[src/rtl/mips32_pkg.sv]
// Opcode constants and helpers shared between fetch, pipeline and decode.
package mips32_pkg;

   localparam int WORD_W  = 32;
   localparam int OPC_MSB = 31;
   localparam int OPC_LSB = 26;
   localparam logic [OPC_MSB-OPC_LSB:0] OPC_HLT = 6'h3f;

   function automatic logic is_hlt(input logic [WORD_W-1:0] word);
      return word[OPC_MSB:OPC_LSB] == OPC_HLT;
   endfunction

endpackage

[src/rtl/mips32_fetch_queue_if.sv]
// Fetch-stage bus: instruction memory port, decode handshake, redirect and halt status.
interface mips32_fetch_queue_if #(parameter int ADDR_W = 32);

   logic                          imem_rd_en;
   logic [ADDR_W-1:0]             imem_addr;
   logic [mips32_pkg::WORD_W-1:0] imem_rdata;
   logic                          id_valid;
   logic                          id_ready;
   logic [mips32_pkg::WORD_W-1:0] id_ir;
   logic [ADDR_W-1:0]             id_npc;
   logic                          redirect_valid;
   logic [ADDR_W-1:0]             redirect_pc;
   logic                          halt_seen;

   modport master (
      output imem_rd_en, imem_addr, id_valid, id_ir, id_npc, halt_seen,
      input  imem_rdata, id_ready, redirect_valid, redirect_pc
   );

   modport slave (
      input  imem_rd_en, imem_addr, id_valid, id_ir, id_npc, halt_seen,
      output imem_rdata, id_ready, redirect_valid, redirect_pc
   );

endinterface

[src/rtl/mips32_fetch_fifo.sv]
// Synchronous FIFO holding fetched {ir, npc} pairs; flush has priority over push.
module mips32_fetch_fifo #(
   parameter int DEPTH = 4,
   parameter int W     = 64
) (
   input  logic                     clk,
   input  logic                     reset,
   input  logic                     push,
   input  logic                     pop,
   input  logic                     flush,
   input  logic [W-1:0]             wdata,
   output logic [W-1:0]             rdata,
   output logic                     full,
   output logic                     empty,
   output logic [$clog2(DEPTH):0]   count
);

   localparam int PW = $clog2(DEPTH);
   localparam logic [PW:0] DEPTH_C = (PW+1)'(DEPTH);

   logic [W-1:0]  mem [DEPTH];
   logic [PW-1:0] wr_ptr;
   logic [PW-1:0] rd_ptr;
   logic          do_push;
   logic          do_pop;

   assign full    = (count == DEPTH_C);
   assign empty   = (count == '0);
   // Push into a full queue is only accepted when the head leaves in the same cycle.
   assign do_push = push && (!full || pop);
   assign do_pop  = pop && !empty;
   assign rdata   = mem[rd_ptr];

   always_ff @(posedge clk) begin
      if (do_push)
         mem[wr_ptr] <= wdata;
   end

   always_ff @(posedge clk) begin
      if (reset || flush) begin
         wr_ptr <= '0;
         rd_ptr <= '0;
         count  <= '0;
      end else begin
         if (do_push)
            wr_ptr <= wr_ptr + PW'(1);
         if (do_pop)
            rd_ptr <= rd_ptr + PW'(1);
         count <= count + {{PW{1'b0}}, do_push} - {{PW{1'b0}}, do_pop};
      end
   end

endmodule

[src/rtl/mips32_fetch_queue.sv]
// Instruction fetch stage: issues word reads, queues returned words with their NPC,
// and feeds decode over valid/ready. Handles branch redirects and stops after HLT.
module mips32_fetch_queue
   import mips32_pkg::*;
#(
   parameter int                DEPTH    = 4,
   parameter int                ADDR_W   = 32,
   parameter logic [ADDR_W-1:0] RESET_PC = '0
) (
   input logic                  clk,
   input logic                  reset,
   mips32_fetch_queue_if.master fq
);

   localparam int CW = $clog2(DEPTH) + 1;
   localparam logic [CW:0] DEPTH_C = (CW+1)'(DEPTH);

   logic [ADDR_W-1:0]        pc;
   logic [ADDR_W-1:0]        issued_addr;
   logic                     inflight;
   logic                     halt_seen;

   logic [CW-1:0]            count;
   logic                     full;
   logic                     empty;
   logic [WORD_W+ADDR_W-1:0] head;
   logic [WORD_W+ADDR_W-1:0] entry;
   logic [CW:0]              occupancy;
   logic                     pop;
   logic                     push;
   logic                     issue;

   assign pop       = !empty && fq.id_ready;
   // Count the in-flight word as occupied so a returning word always has a slot.
   assign occupancy = {1'b0, count} + {{CW{1'b0}}, inflight} - {{CW{1'b0}}, pop};
   assign issue     = !reset && !halt_seen && !fq.redirect_valid && (occupancy < DEPTH_C);
   assign push      = inflight && !halt_seen && !fq.redirect_valid && (!full || pop);
   assign entry     = {fq.imem_rdata, issued_addr + ADDR_W'(1)};

   mips32_fetch_fifo #(
      .DEPTH (DEPTH),
      .W     (WORD_W + ADDR_W)
   ) u_fifo (
      .clk   (clk),
      .reset (reset),
      .push  (push),
      .pop   (pop),
      .flush (fq.redirect_valid),
      .wdata (entry),
      .rdata (head),
      .full  (full),
      .empty (empty),
      .count (count)
   );

   assign fq.imem_rd_en = issue;
   assign fq.imem_addr  = pc;
   assign fq.id_valid   = !empty;
   assign fq.id_ir      = empty ? '0 : head[WORD_W+ADDR_W-1:ADDR_W];
   assign fq.id_npc     = empty ? '0 : head[ADDR_W-1:0];
   assign fq.halt_seen  = halt_seen;

   always_ff @(posedge clk) begin
      if (reset) begin
         pc          <= RESET_PC;
         issued_addr <= '0;
         inflight    <= 1'b0;
         halt_seen   <= 1'b0;
      end else if (fq.redirect_valid) begin
         pc        <= fq.redirect_pc;
         inflight  <= 1'b0;
         halt_seen <= 1'b0;
      end else begin
         inflight <= issue;
         if (issue) begin
            pc          <= pc + ADDR_W'(1);
            issued_addr <= pc;
         end
         if (push && is_hlt(fq.imem_rdata))
            halt_seen <= 1'b1;
      end
   end

endmodule

[src/flat_wrapper.sv]
// flat-port wrapper written by rule: the top's interface ports become plain ports
module mips32_fetch_queue_flat import mips32_pkg::*;
#(
   parameter int                DEPTH    = 4,
   parameter int                ADDR_W   = 32,
   parameter logic [ADDR_W-1:0] RESET_PC = '0
)
  (clk, reset, fq_imem_rd_en, fq_imem_addr, fq_id_valid, fq_id_ir, fq_id_npc, fq_halt_seen, fq_imem_rdata, fq_id_ready, fq_redirect_valid, fq_redirect_pc);
  mips32_fetch_queue_if #(.ADDR_W(ADDR_W)) fq_i ();
  input logic clk;
  input logic reset;
  output wire logic [$bits(fq_i.imem_rd_en)-1:0] fq_imem_rd_en;
  output wire logic [$bits(fq_i.imem_addr)-1:0] fq_imem_addr;
  output wire logic [$bits(fq_i.id_valid)-1:0] fq_id_valid;
  output wire logic [$bits(fq_i.id_ir)-1:0] fq_id_ir;
  output wire logic [$bits(fq_i.id_npc)-1:0] fq_id_npc;
  output wire logic [$bits(fq_i.halt_seen)-1:0] fq_halt_seen;
  input wire logic [$bits(fq_i.imem_rdata)-1:0] fq_imem_rdata;
  input wire logic [$bits(fq_i.id_ready)-1:0] fq_id_ready;
  input wire logic [$bits(fq_i.redirect_valid)-1:0] fq_redirect_valid;
  input wire logic [$bits(fq_i.redirect_pc)-1:0] fq_redirect_pc;
  assign fq_imem_rd_en = fq_i.imem_rd_en;
  assign fq_imem_addr = fq_i.imem_addr;
  assign fq_id_valid = fq_i.id_valid;
  assign fq_id_ir = fq_i.id_ir;
  assign fq_id_npc = fq_i.id_npc;
  assign fq_halt_seen = fq_i.halt_seen;
  assign fq_i.imem_rdata = fq_imem_rdata;
  assign fq_i.id_ready = fq_id_ready;
  assign fq_i.redirect_valid = fq_redirect_valid;
  assign fq_i.redirect_pc = fq_redirect_pc;
  mips32_fetch_queue #(.DEPTH(DEPTH), .ADDR_W(ADDR_W), .RESET_PC(RESET_PC)) u_core (.clk(clk), .reset(reset), .fq(fq_i));
endmodule
[config.mk]
export PLATFORM = sky130hd
export DESIGN_NAME = mips32_fetch_queue_flat
export DESIGN_NICKNAME = d
export VERILOG_FILES = /design/src/rtl/mips32_pkg.sv /design/src/rtl/mips32_fetch_queue_if.sv /design/src/rtl/mips32_fetch_fifo.sv /design/src/rtl/mips32_fetch_queue.sv /design/src/flat_wrapper.sv
export SDC_FILE = /design/constraint.sdc
export NUM_CORES = 1
export LEC_CHECK = 0
export BUFFER_PORTS_ARGS = -buffer_cell sky130_fd_sc_hd__buf_2
export CORE_AREA = 5 5 132 228
export CTS_BUF_LIST = sky130_fd_sc_hd__clkbuf_4 sky130_fd_sc_hd__clkbuf_8
export DETAILED_ROUTE_END_ITERATION = 6
export DIE_AREA = 0 0 137 233
export GPL_ROUTABILITY_DRIVEN = 0
export PLACE_DENSITY = 0.78
export SYNTH_ARGS = -nofsm -noshare
export SYNTH_HDL_FRONTEND = slang
export SYNTH_SLANG_ARGS = --single-unit
export TNS_END_PERCENT = 50
[constraint.sdc]
create_clock -name clk -period 3.22 [get_ports clk]
set_input_delay 0.322 -clock clk [delete_from_list [all_inputs] [get_ports clk]]
set_output_delay 0.322 -clock clk [all_outputs]
set_load 0.05 [all_outputs]
==> impl_metrics.ini, run 1 <==
[yosys]
synthCells = 933
synth_edf_count = 256
seq_area_frac_synth = 0.665
synth-seq-cells = 331
synth-adder-area-share = 0.0114
netlist_area_um2 = 13800
synth_most_common_cell = edfxtp_1
ys_warn_count = 0
synthSimpleGateAreaFrac = 0.117
synth.distinct_cells = 59
synth_xor_area_frac = 0.0254
synth_common_cells = edfxtp_1, nand2_1, dfxtp_1
syn_nets = 1013
yosysTopAreaCellShare = 0.556
synthArstFlopShare = 0
syn_avg_cell_area_um2 = 14.8
synth_top_area_cell = edfxtp_1
ys.flop_type = edfxtp_1
synthMuxAreaShare = 0.107
synth_top_family_by_area = simple AND/OR/NAND/NOR gates
synth-compound-area-share = 0.0515
ys_top_cells_by_area = edfxtp_1, dfxtp_1, mux4_2, and2_1, nand2_1

[worst_hold_path]
hold_path_class = in -> reg

[run_status]
status = completed

[die]
initial_utilization = 0.496
die-area_um2 = 31900
core_area_um2 = 27900
die_y_um = 233
ios = 167
row_count = 81
die_x_um = 137

[clock_network]
root_buffer = clkbuf_8
clk_latency_ns = 0.55
cts_buffers = 46
clock_sinks = 331
clock_tree.buffer_depth = 3
cts_tree = done
htreeDepth = 2
cts.clk_slew.worst_paths_ns = 0.07

[placement]
port_buffers = 166
place_inst = 1455
place_hpwl_um = 18500

[detailed_routing]
wl_um = 28700
drt_iter0_markers = 323
wl_per_cell_um = 18.1
ant_nets = 0
drtPass1Iterations = 6
vias_per_cell = 5.36
drc = 0
route.vias.total = 8514

[global_route]
antenna_found_initial = 1
gr-total-overflow = 0
grt_pass1_vias = 8804
grt_max_degree = 66
grt_pass1_wl_um = 45300
grt_usage = 0.182

[cells_and_area]
area_growth_syn_to_layout_pct = 20.7
drive_above_1_share = 0.305
final_cells = 1588
final_nets = 1261

[worst_setup_path]
cp-start-kind = flop
worstPathMaxFanout = 3
crit_type = reg -> out
timing.reg2reg.setup_slack_ns = 0.17
required_ns = 2.90
end_kind = primary output
crit_arrival_ns = 2.83

[power_and_ir_drop]
cellLeakagePower_nw = 5.90
max-vdd-ir-drop_mv = 0.341
power_per_cell_area_nw_per_um2 = 529

[sta]
period_share = 0.978
rsz0062_at_grt = true
min_period_ns = 3.15
worst_slew_pin_slew_ns = 0.631
clock.fmax_ghz = 0.318
drv_slew = 0
whs_ns = 0.0423
max-slew-margin-rel = 0.579
finalSetupViolCount = 0
fin_worst_skew_ns = 0.0133
hold_viol_final = 0

[flow_run]
drv_cap = 0
[worst paths after layout]
| check | cells past startpoint | from | endpoint |
|---|---|---|---|
| min reg2reg | 2 | u_core.issued_addr[31] | u_core.issued_addr[31] |
| max reg2reg | 11 | u_core.u_fifo.count[2] | u_core.fq.imem_addr[20] |
| min | 3 | fq_redirect_pc[4] | u_core.fq.imem_addr[4] |
| max | 10 | u_core.u_fifo.count[2] | fq_imem_rd_en |
[metal layers]
metal	global-route usage	up-vias	wire [um]
met3	0.0301	60	1350
met1	0.202	4145	10800
met5	0	-	0
met4	0.0696	0	841
met2	0.342	261	15700
li1	-	4048	-
[layout make-up]
class | instances | area (um2)
tap | 373 | 467
inverter | 27 | 106
sequential | 331 | 9200
multi-input combinational | 526 | 4360
fill | 2097 | 11200
clock inverter | 18 | 110
antenna | 1 | 2.50
clock buffer | 63 | 811
timing repair buffer | 249 | 1630
[logic make-up after synthesis]
group / count (synthesis)
DFF: 331
and+or+nand+nor: 305
AOI/OAI and AO/OA: 101
buffers and inverters: 76
muxes: 68
xor gates and xnor gates: 40
adders and majority gates: 12
[cell usage in the layout (no fill, tap or decap), drive strengths merged, types with 7 or more instances in the layout]
master       count
o21ai            8
nand4           17
xor2            16
a311oi          15
buf            204
or4              9
clkbuf          63
or3              8
nor2            47
a21oi           40
mux4            64
dfxtp           75
and3             7
nand3           21
nor4             8
edfxtp         256
dlygate4sd3     45
o31ai            7
ha              11
xnor2           24
inv             25
and2            74
clkinv          17
nand2           89
[critical path: stages, from the launching register on]
cell	delay, ns
dfxtp_2	0.33
or3_4	0.39
and2_4	0.16
ha_4	0.15
inv_2	0.06
ha_4	0.19
and3b_2	0.20
or4_4	0.43
and2_4	0.19
clkinv_4	0.06
buf_8	0.13
[where the power goes]
part	total (mW)	switching, mW	internal (mW)
clock network	3.20	1.49	1.71
logic	0.870	0.581	0.289
registers	4.76	0.0805	4.68
[state kept, by name (all words and copies together), names as in the netlist, named ones only]
name	count
u_core.issued_addr	32
u_core.fq.imem_addr	32
u_core.u_fifo.wr_ptr	2
u_core.fq.halt_seen	1
u_core.u_fifo.rd_ptr	2
u_core.u_fifo.mem	256
u_core.inflight	1
u_core.u_fifo.count	3
[what timing repair did]
action / in CTS / in global routing
pin swaps: 5 / 1
gates cloned: 0 / 0
endpoints found under the setup margin: 1 / 2
hold buffers: 45 / 0
setup buffers: 6 / 0
resized for setup: 13 / 2
endpoints found under the hold margin: 141 / 0
[stage by stage]
| step | worst slack [ns] | area [um2] | util | TNS, ns | power (mW) |
|---|---|---|---|---|---|
| 2_1_floorplan | -0.143 | 13800 | - | -18.31 | 5.41 |
| 3_3_place_gp | 0.127 | 15200 | 0.546 | 0 | 5.65 |
| 3_5_place_dp | 0.0940 | 15200 | 0.546 | 0 | 5.67 |
| 4_1_cts | 0.00362 | 16700 | 0.598 | 0 | 8.94 |
| 5_1_grt | -0.0228 | 16700 | 0.598 | -0.0228 | 9.20 |
| 6_report | 0.0720 | 16700 | 0.598 | 0 | 8.83 |
No activity file was read; power rests on OpenSTA's default activity.
==> run 2: changes to the inputs <==
--- a/config.mk
+++ b/config.mk
@@ -11,6 +11,7 @@
 export DETAILED_ROUTE_END_ITERATION = 6
 export DIE_AREA = 0 0 137 233
 export GPL_ROUTABILITY_DRIVEN = 0
+export MAX_ROUTING_LAYER = met4
 export PLACE_DENSITY = 0.78
 export SYNTH_ARGS = -nofsm -noshare
 export SYNTH_HDL_FRONTEND = slang
==> run 2 against run 1 <==
  * Global-route usage increased by 0.54 points
  * First-iteration DRC count fell by 2.5%
  * Clock skew up 0.00050 ns
  * Setup slack got worse by 0.0026 ns
  * Critical endpoint unchanged
  * Largest power group unchanged
==> impl_metrics.ini, run 2 (synthesized netlist as in run 1, its figures left out) <==
[cells_and_area]
largest_reg_flops = 256
utilization = 0.598
max_flop_register = u_core.u_fifo.mem
design_area_um2 = 16700
layout_common_cells = edfxtp_1, buf_2, nand2_1
final_nets = 1261
mostFrequentLayoutCell = edfxtp_1
fillers = 2097
area_growth_syn_to_layout_pct = 20.7
drive_above_1_share = 0.305

[sta]
fin_setup_tns_ns = 0
clock.fmax_ghz = 0.317
worst_slew_pin_slew_ns = 0.633
min_period_ns = 3.15
finalSetupViolCount = 0
whs_ns = 0.0419
fin_worst_skew_ns = 0.0138
max-slew-margin-rel = 0.578
drv_slew = 0
hold_viol_final = 0
rsz0062_at_grt = true
period_share = 0.978

[placement]
placed_cell_area_um2 = 15200
place_hpwl_um = 18500
port_buffers = 166

[global_route]
grt_usage = 0.187
gr-total-overflow = 0
antenna_found_initial = 1
grt_pass1_vias = 8799
grt_pass1_wl_um = 45300
grt_max_degree = 66

[power_and_ir_drop]
max-vdd-ir-drop_mv = 0.341
cellLeakagePower_nw = 5.90
power_per_cell_area_nw_per_um2 = 529

[worst_setup_path]
required_ns = 2.90
cp_slowest_cell = or4_4
crit_type = reg -> out
path_cells = or3_4 -> and2_4 -> ha_4 -> inv_2 -> ha_4 -> and3b_2 -> or4_4 -> and2_4 -> clkinv_4 -> buf_8
crit_arrival_ns = 2.83
worstPathMaxFanout = 3
cp_num_buf_inv = 3
critPathMaxStageDelay_ns = 0.43
cp_top_family = simple AND/OR/NAND/NOR gates
end_kind = primary output
cp-start-kind = flop

[detailed_routing]
ant_nets = 0
vias_per_cell = 5.33
drt_iter0_markers = 315
wl_um = 28600
wl_per_cell_um = 18.0
drc = 0
route.vias.total = 8471
drtPass1Iterations = 4

[clock_network]
clock_tree.buffer_depth = 3
cts.clk_slew.worst_paths_ns = 0.07
htreeDepth = 2
clk_latency_ns = 0.55
cts_buffers = 46
cts_tree = done
root_buffer = clkbuf_8
clock_sinks = 331

[run_status]
status = completed

[die]
ios = 167
initial_utilization = 0.496
row_count = 81
die-area_um2 = 31900
core_area_um2 = 27900
die_y_um = 233
die_x_um = 137

[flow_run]
drv_cap = 0

[worst_hold_path]
hold_path_class = in -> reg
[run 2: cell counts in the layout (fill, tap and decap cells not counted)]
No cell type changed its count.
[run 2: stage by stage]
| stage | cells | worst slack (ns) | total power, mW |
|---|---|---|---|
| 5_1_grt | 1588 | -0.0228 | 9.21 |
| 3_3_place_gp | 1455 | 0.127 | 5.65 |
| 6_report | 1588 | 0.0693 | 8.82 |
| 4_1_cts | 1587 | 0.00362 | 8.94 |
| 2_1_floorplan | 933 | -0.143 | 5.41 |
| 3_5_place_dp | 1455 | 0.0940 | 5.67 |
[run 2: worst paths after layout]
kind	endpoint	cells past startpoint	slack, ns	startpoint
worst max-delay path	fq_imem_rd_en	10	0.07	u_core.u_fifo.count[2]
worst min-delay path	u_core.fq.imem_addr[3]	3	0.04	fq_redirect_pc[3]
worst max register to register	u_core.fq.imem_addr[20]	11	0.17	u_core.u_fifo.count[2]
worst min register to register	u_core.issued_addr[31]	2	0.48	u_core.issued_addr[31]
[run 2: routing by layer]
metal / GRT usage / part of all wire / up-vias
met5: - / 0 / -
met2: 0.342 / 0.55 / 246
li1: - / - / 4049
met1: 0.204 / 0.38 / 4115
met3: 0.0279 / 0.041 / 61
met4: 0.0696 / 0.032 / 0
[run 2: area by class of cell]
| class | instances | area (um2) | share of cell area |
|---|---|---|---|
| inverters | 27 | 106 | 0.00638 |
| flip-flops and latches | 331 | 9200 | 0.551 |
| repair buffers | 249 | 1630 | 0.0975 |
| diodes | 1 | 2.50 | 0.000150 |
| multi-input cells | 526 | 4360 | 0.261 |
| clock inverters | 18 | 110 | 0.00660 |
| well taps | 373 | 467 | 0.0280 |
| clock buffers | 63 | 811 | 0.0486 |
[run 2: timing repair]
action                                  CTS  global route
pin swaps                                 5             1
endpoints found under the setup margin    1             2
buffers inserted                          6             0
gates resized for setup                  13             2
hold endpoints to repair                141             0
hold buffers                             45             0
gates cloned                              0             0
[run 2: worst reg2reg max path, stage by stage, from the launching register on]
cell	delay, ns
dfxtp_2	0.33
or3_4	0.39
and2_4	0.16
ha_4	0.15
inv_2	0.06
ha_4	0.19
and3b_2	0.20
buf_4	0.15
nor4_4	0.28
o211ai_2	0.23
or4_1	0.52
a311oi_1	0.30
[run 2: where the power goes]
| part | leakage, nW | internal, mW | switching (mW) |
|---|---|---|---|
| clock network | 0.484 | 1.71 | 1.48 |
| registers | 2.93 | 4.68 | 0.0801 |
| logic | 2.49 | 0.289 | 0.580 |
| total | 5.90 | 6.68 | 2.14 |
==> run 3: changes to the inputs <==
--- a/config.mk
+++ b/config.mk
@@ -6,11 +6,12 @@
 export NUM_CORES = 1
 export LEC_CHECK = 0
 export BUFFER_PORTS_ARGS = -buffer_cell sky130_fd_sc_hd__buf_2
-export CORE_AREA = 5 5 132 228
+export CORE_AREA = 2 2 129 225
 export CTS_BUF_LIST = sky130_fd_sc_hd__clkbuf_4 sky130_fd_sc_hd__clkbuf_8
 export DETAILED_ROUTE_END_ITERATION = 6
-export DIE_AREA = 0 0 137 233
+export DIE_AREA = 0 0 131 227
 export GPL_ROUTABILITY_DRIVEN = 0
+export GPL_TIMING_DRIVEN = 0
 export MAX_ROUTING_LAYER = met4
 export PLACE_DENSITY = 0.78
 export SYNTH_ARGS = -nofsm -noshare
==> run 3 against run 2 <==
  * Die area decreased by 6.8%
  * Final cell count up 1.8%
  * Clock-buffer cell count fell by 3
  * Utilization increased by 0.55 points
  * First-iteration DRC count increased by 57%
  * Fmax is 0.86% lower
  * Setup slack got worse by 0.027 ns
  * Global-route usage increased by 1.9 points
  * Via count grew 3.5%
  * Non-clock buffer count is 29 higher
  * Register-to-register slack worse by 0.06 ns
  * Sequential cell count is the same
  * Largest cell class unchanged
==> impl_metrics.ini, run 3 (synthesized netlist as in run 1, its figures left out) <==
[run_status]
status = completed

[worst_hold_path]
hold_path_class = in -> reg
min-delay-start = fq_redirect_pc[24]

[detailed_routing]
wl_um = 30100
drt_iter0_markers = 495
route.met3.wl_um = 1380
highest_layer = met4
drc = 0
wl_met1_um = 11100
ant_nets = 0
wl_met2_um = 16200
vias_per_cell = 5.42
drtPass1Iterations = 5
route.vias.total = 8767
wl_per_cell_um = 18.6

[die]
core_area_um2 = 27900
initial_utilization = 0.496
die-area_um2 = 29700
die_y_um = 227
row_count = 81
die_x_um = 131
ios = 167

[clock_network]
clk_latency_ns = 0.56
cts_tree = done
cts_buffers = 45
root_buffer = clkbuf_8
htreeDepth = 2
clock_sinks = 331
cts.clk_slew.worst_paths_ns = 0.07
clock_tree.buffer_depth = 3

[power_and_ir_drop]
max-vdd-ir-drop_mv = 0.400
cellLeakagePower_nw = 5.92
finalPower_mw = 8.90
power_per_cell_area_nw_per_um2 = 529

[worst_setup_path]
worstPathMaxFanout = 4
required_ns = 2.90
rr_worst_depth = 14
crit_start = u_core.u_fifo.count[2]
crit_arrival_ns = 2.86
worstReg2RegEnd = u_core.fq.imem_addr[22]
end_kind = primary output
crit_end = fq_imem_rd_en
crit_type = reg -> out
timing.rr.start = u_core.u_fifo.count[2]
timing.reg2reg.setup_slack_ns = 0.11
cp-start-kind = flop

[sta]
min_period_ns = 3.18
rsz0062_at_grt = true
hold_viol_final = 0
clock.fmax_ghz = 0.315
whs_ns = 0.0285
worst_slew_pin_slew_ns = 0.876
finalSetupViolCount = 0
max-slew-margin-rel = 0.411
fin_worst_skew_ns = 0.0107
fin_setup_tns_ns = 0
period_share = 0.987
drv_slew = 0

[global_route]
grt_pass1_vias = 8823
antenna_found_initial = 1
grt_max_degree = 56
grt_pass1_wl_um = 45400
gr-total-overflow = 0
grt_usage = 0.206

[cells_and_area]
area_growth_syn_to_layout_pct = 21.8
fillers = 2108
drive_above_1_share = 0.293
largest_reg_flops = 256
final_nets = 1289
mostFrequentLayoutCell = edfxtp_1
max_flop_register = u_core.u_fifo.mem
final_cells = 1617
layout_common_cells = edfxtp_1, buf_2, nand2_1

[flow_run]
drv_cap = 0

[placement]
port_buffers = 165
place_hpwl_um = 20000
place_inst = 1475
[run 3: changes by cell type in the layout (fill, tap and decap cells not counted), moves of 7 or more]
cell / previous run / this run
buf_2: 165 / 178
buf_4: 34 / 14
clkbuf_1: 0 / 30
clkbuf_8: 54 / 47
[run 3: how the worst min path moves through the flow]
stage / to / slack, ns / cells past startpoint
floorplan: u_core.u_fifo.mem[0][32] / 0.42 / 0
global route: u_core.fq.imem_addr[23] / 0.02 / 3
finish: u_core.fq.imem_addr[24] / 0.03 / 3
global placement: u_core.issued_addr[30] / 0.45 / 2
CTS: u_core.fq.imem_addr[20] / 0.0008 / 3
detailed placement: u_core.issued_addr[30] / 0.45 / 2
[run 3: stage by stage]
step	instance area [um2]	setup WS [ns]	util
4_1_cts	16700	-0.0710	0.599
3_3_place_gp	15100	-1.48	0.542
6_report	16800	0.0419	0.604
3_5_place_dp	15200	-0.212	0.546
2_1_floorplan	13800	-0.143	-
5_1_grt	16800	-0.0457	0.604
[run 3: routing by layer]
layer  global-route usage  up-vias
li1                     -     4121
met1                0.218     4271
met2                0.361      294
met3               0.0317       81
met4                0.118        0
met5                    -        -
[run 3: critical path, cell delays in order (launching register included)]
cell and delay, ns:
dfxtp_2 0.33, or3_4 0.38, and2_4 0.17, ha_4 0.16
inv_2 0.06, ha_4 0.18, and3b_2 0.20, or4_4 0.43
and2_4 0.20, inv_8 0.06, buf_12 0.12
[run 3: repair_timing]
action	4_1_cts	5_1_grt
setup endpoints to repair	79	17
hold buffers	48	0
cloned	0	1
pin swaps	4	1
resized for setup	11	11
buffers inserted	6	8
endpoints found under the hold margin	144	0
[run 3: where the power goes]
group	leakage (nW)	total, mW	switching (mW)	internal [mW]
logic	2.52	0.898	0.604	0.294
registers	2.93	4.76	0.0771	4.68
clock network	0.480	3.25	1.50	1.75
[run 3: area by class of cell]
type                       count  area (um2)  area share
clock buffer                  60         744      0.0442
tap                          373         467      0.0277
inverter                      27         109     0.00647
buffer                        46         200      0.0119
antenna                        1        2.50    0.000149
clock inverter                21         173      0.0103
timing repair buffer         232        1540      0.0914
sequential                   331        9190       0.546
multi-input combinational    526        4410       0.262
